`src/rtl/bt_uart_pkg.sv`:
```
// bt_uart_pkg: shared state encoding and framing constants for the UART transmitter
package bt_uart_pkg;
  typedef enum logic [1:0] {IDLE = 2'd0, LOAD = 2'd1, RUN = 2'd2} state_t;
  localparam int FRAME_BITS = 10;
  localparam logic UART_IDLE_LEVEL = 1'b1;
  localparam int DEF_BIT_PERIOD = 434;
endpackage

```
`src/rtl/tx_shift_10bit.sv`:
```
// tx_shift_10bit: parallel-load shift-right register, refills with idle ones
module tx_shift_10bit (
  input  logic       clock,
  input  logic       reset,
  input  logic       ld,
  input  logic       en,
  input  logic [9:0] d,
  output logic       sout,
  output logic       sout_nxt
);
  logic [9:0] q;
  always_ff @(posedge clock or posedge reset)
    if (reset) q <= '1;
    else if (ld) q <= d;
    else if (en) q <= {1'b1, q[9:1]};
  assign sout = q[0];
  assign sout_nxt = q[1];
endmodule

```
`src/rtl/bt_uart_tx_ctrl.sv`:
```
// bt_uart_tx_ctrl: 8N1 frame sequencer pacing each bit with an external 10-bit timer
module bt_uart_tx_ctrl
  import bt_uart_pkg::*;
#(
  parameter int BIT_PERIOD = DEF_BIT_PERIOD
) (
  input  logic       clock,
  input  logic       reset,
  input  logic [7:0] tx_data,
  input  logic       tx_valid,
  output logic       tx_ready,
  output logic       tx_done,
  output logic       uart_tx,
  output logic       timer_resetn,
  output logic       timer_active,
  output logic [9:0] timer_final_value,
  input  logic       timer_done
);
  state_t state;
  logic [3:0] bit_idx;
  logic [9:0] frame;
  logic accept, more, sout, sout_nxt;
  assign tx_ready = state == IDLE;
  assign accept = tx_ready && tx_valid;
  assign more = bit_idx < 4'(FRAME_BITS - 1);
  assign frame = {UART_IDLE_LEVEL, tx_data, 1'b0};
  // Timer sees count 0 on the first RUN cycle, so BIT_PERIOD-2 yields BIT_PERIOD-1 RUN cycles
  assign timer_final_value = 10'(BIT_PERIOD - 2);
  tx_shift_10bit u_shift (
    .clock   (clock),
    .reset   (reset),
    .ld      (accept),
    .en      (state == RUN && timer_done && more),
    .d       (frame),
    .sout    (sout),
    .sout_nxt(sout_nxt)
  );
  always_ff @(posedge clock or posedge reset)
    if (reset) begin
      state <= IDLE;
      bit_idx <= '0;
      uart_tx <= UART_IDLE_LEVEL;
      tx_done <= 1'b0;
      timer_resetn <= 1'b0;
      timer_active <= 1'b0;
    end else begin
      tx_done <= 1'b0;
      case (state)
        IDLE: if (tx_valid) begin
          state <= LOAD;
          bit_idx <= '0;
          uart_tx <= frame[0];
        end
        LOAD: begin
          state <= RUN;
          uart_tx <= sout;
          timer_resetn <= 1'b1;
          timer_active <= 1'b1;
        end
        RUN: if (timer_done) begin
          timer_resetn <= 1'b0;
          timer_active <= 1'b0;
          if (more) begin
            state <= LOAD;
            bit_idx <= bit_idx + 4'd1;
            uart_tx <= sout_nxt;
          end else begin
            state <= IDLE;
            uart_tx <= UART_IDLE_LEVEL;
            tx_done <= bit_idx == 4'(FRAME_BITS - 1);
          end
        end
        default: begin
          state <= IDLE;
          uart_tx <= UART_IDLE_LEVEL;
          timer_resetn <= 1'b0;
          timer_active <= 1'b0;
        end
      endcase
    end
endmodule
```
`config.mk`:
```
export PLATFORM = sky130hd
export DESIGN_NAME = bt_uart_tx_ctrl
export DESIGN_NICKNAME = d
export VERILOG_FILES = /design/src/rtl/bt_uart_pkg.sv /design/src/rtl/tx_shift_10bit.sv /design/src/rtl/bt_uart_tx_ctrl.sv
export SDC_FILE = /design/constraint.sdc
export NUM_CORES = 1
export LEC_CHECK = 0
export ABC_AREA = 1
export BUFFER_PORTS_ARGS = -buffer_cell sky130_fd_sc_hd__clkbuf_2
export CORE_ASPECT_RATIO = 1.5
export CORE_UTILIZATION = 45
export CTS_CLUSTER_DIAMETER = 200
export DETAILED_ROUTE_END_ITERATION = 8
export GPL_ROUTABILITY_DRIVEN = 0
export GPL_TIMING_DRIVEN = 1
export PLACE_DENSITY = 0.69
export SETUP_SLACK_MARGIN = 0.5
export SLEW_MARGIN = 20
export SYNTH_ARGS = -nofsm -noshare
export SYNTH_HDL_FRONTEND = slang
export SYNTH_SLANG_ARGS = --single-unit
```
`constraint.sdc`:
```
create_clock -name clock -period 2.05 [get_ports clock]
set_clock_uncertainty 0.15 [all_clocks]
set_input_delay 0.205 -clock clock [delete_from_list [all_inputs] [get_ports clock]]
set_output_delay 0.205 -clock clock [all_outputs]
set_load 0.02 [all_outputs]
```
==> flow_summary.json <==
{
  "drc": 0,
  "design.core.area_um2": 2260,
  "floorplan.die_area_um2": 2620,
  "finish.utilization": 0.565,
  "floorplan.initialDensity": 0.482,
  "ys_warn_count": 0,
  "syn_to_final_growth_pct": 17.4,
  "grt_pass1_wl_mm": 3.17,
  "setup.reg_to_reg.worst_slack_ps": 570,
  "cts-htree-levels": 1,
  "num_vias": 897,
  "timing.critical_path.from_type": "flip-flop",
  "detail_route.first_pass.iterations": 6,
  "dieWidth_um": 42.2,
  "post_synth_cell_types": 22,
  "cts-buffers-inserted": 3,
  "die_h_um": 62.2,
  "clock_latency_ps": 310,
  "cts.reportedPaths.clkPinSlew_ps": 110,
  "grt_setup_unrepaired": "no",
  "vdd_ir_drop_max_mv": 0.543,
  "worst_hold_path_type": "input pin to flip-flop",
  "nFillCells": 217,
  "finalHoldWorstSlack_ps": 4.28,
  "pin_count": 27,
  "ys_ff_latch": 18,
  "global_route.overflow_total": 0,
  "final_antenna_net_count": 0,
  "maxSlewHeadroom": 0.541,
  "timing.setup.critical_path_class": "flip-flop to flip-flop",
  "slew_violations": 0,
  "max-cap-violations": 0,
  "clockRootBuffer": "sky130_fd_sc_hd__clkbuf_4",
  "synth_area_um2": 1090,
  "min_period_over_period": 0.720,
  "syn_area_per_cell_um2": 8.57,
  "cellPowerDensity_nw_per_um2": 1250,
  "worst_slew_pin_slew_ps": 687,
  "clock_sinks": 18,
  "number_of_antenna_violations_at_the_first_check_in_global_routing": 0,
  "num_antenna_cells": 0,
  "total_power_mw": 1.59,
  "placement.io_buffers": 16,
  "post-route-cell-area_um2": 1280,
  "setup-tns-final_ps": 0,
  "final_layout_size_suffix_gt1_frac": 0.361,
  "placedInstanceArea_um2": 1110,
  "critical_path_rt_ps": 2130,
  "timing.final.hold_violations": 0,
  "maxClockFrequency_mhz": 678,
  "cellLeakagePower_nw": 0.664,
  "first_global_vias": 760,
  "drt-wirelength-per-cell_um": 11.1,
  "dr.first_iter.drc_count": 18,
  "setup_viol": 0,
  "core.rowCount": 21,
  "final_net_count": 171,
  "half_perimeter_wire_length_after_placement_mm": 1.38,
  "grt_util_all_layers": 0.157,
  "outcome": "finished, final reports clean",
  "finalWirelength_mm": 1.97,
  "syn_inst": 127,
  "finalWorstPathRequiredPeriod_ps": 1480,
  "pin_count_of_the_biggest_net_entering_global_routing": 19,
  "ys_seq_area_frac": 0.425,
  "leading_cell_type_in_the_layout_fill_and_taps_excluded": "sky130_fd_sc_hd__nand2_1",
  "cts_tree": "built",
  "vias_per_cell": 5.04,
  "path_max_fanout": 9,
  "max-clock-path-buffers": 2,
  "commonest_cells_after_routing_fill_and_taps_aside": "sky130_fd_sc_hd__nand2_1 (32), sky130_fd_sc_hd__nand3_1 (21), sky130_fd_sc_hd__clkbuf_2 (16)",
  "critPathCaptureType": "flip-flop",
  "critical_path_arrival_ps": 1550
}
## sequential cells by signal, indices dropped and copies added (netlist names)
name	cells
bit_idx	4
state	2
timer_active	1
tx_done	1
u_shift.q	9
uart_tx	1
## through the flow
step,cells,worst slack (ps)
2_1_floorplan,135,619
3_3_place_gp,160,456
3_5_place_dp,160,381
4_1_cts,176,507
5_1_grt,178,496
6_report,178,574
## logic make-up after synthesis
kind of cell | synth area share
other cells | 0.00690
fa+ha+maj | 0.0345
buf+inv | 0.138
compound gates | 0.0356
flops | 0.425
simple gates | 0.360
## power by group
part | switching [mW] | internal (mW) | leakage (nW)
sequential | 0.128 | 0.568 | 0.207
combinational | 0.438 | 0.273 | 0.441
clock | 0.112 | 0.0761 | 0.0150
## final timing paths
path,startpoint,to,depth (start not counted)
max in group asynchronous,reset,state[1],3
setup reg to reg,bit_idx[0],u_shift.q[6],8
min in group asynchronous,reset,tx_done,3
setup / recovery,bit_idx[0],u_shift.q[6],8
hold / removal,tx_data[6],u_shift.q[7],5
hold reg to reg,u_shift.q[0],u_shift.q[0],2
## synthesized netlist by cell type
cell	n	share of area
sky130_fd_sc_hd__or2_2	1	0.0058
sky130_fd_sc_hd__nand4_1	4	0.023
sky130_fd_sc_hd__o21ai_0	1	0.0046
sky130_fd_sc_hd__ha_1	3	0.034
sky130_fd_sc_hd__nand2_4	3	0.031
sky130_fd_sc_hd__dfrtp_1	8	0.18
sky130_fd_sc_hd__nand3_2	4	0.037
sky130_fd_sc_hd__o21ai_1	2	0.0092
sky130_fd_sc_hd__inv_2	4	0.014
sky130_fd_sc_hd__o21ai_2	1	0.0080
sky130_fd_sc_hd__buf_6	2	0.021
sky130_fd_sc_hd__nand2_1	32	0.11
sky130_fd_sc_hd__nor2_4	1	0.010
sky130_fd_sc_hd__dfstp_2	10	0.24
sky130_fd_sc_hd__inv_1	6	0.021
sky130_fd_sc_hd__nand2_2	3	0.017
sky130_fd_sc_hd__nor2_8	1	0.018
sky130_fd_sc_hd__nand3_1	21	0.097
sky130_fd_sc_hd__a21oi_1	3	0.014
sky130_fd_sc_hd__conb_1	2	0.0069
sky130_fd_sc_hd__buf_4	12	0.083
sky130_fd_sc_hd__nor2_1	3	0.010
## critical path, cell delays in order, from the launching register on
cell and delay, ps:
sky130_fd_sc_hd__dfrtp_2 450, sky130_fd_sc_hd__inv_1 70, sky130_fd_sc_hd__ha_1 150, sky130_fd_sc_hd__nand2_2 80
sky130_fd_sc_hd__nand2_4 120, sky130_fd_sc_hd__nand2_4 90, sky130_fd_sc_hd__buf_4 160, sky130_fd_sc_hd__nand3_2 50
sky130_fd_sc_hd__nand3_1 80
## timing repair
action                                 CTS  global route
buffers inserted                         4             1
setup endpoints to repair                9            12
cloned                                   0             1
pin swaps                                1             1
gates resized for setup                  1             4
endpoints found under the hold margin   15             0
hold buffers                             8             0
## metal layers
| layer | global-route usage | routed length [µm] | vias to the layer above |
|---|---|---|---|
| met2 | 0.262 | 1050 | 32 |
| met1 | 0.191 | 773 | 417 |
| met4 | 0.0938 | 61 | 0 |
| met5 | 0 | 0 | - |
| li1 | - | - | 443 |
| met3 | 0.0174 | 83 | 5 |
## layout make-up
type,instances,area [µm²],area share
clock buffer,4,26.3,0.0206
inverter,10,37.5,0.0294
sequential,18,465,0.364
tap,23,28.8,0.0225
multi-input combinational,94,522,0.408
timing repair buffer,29,198,0.155
No activity file was read; power rests on OpenSTA's default activity.
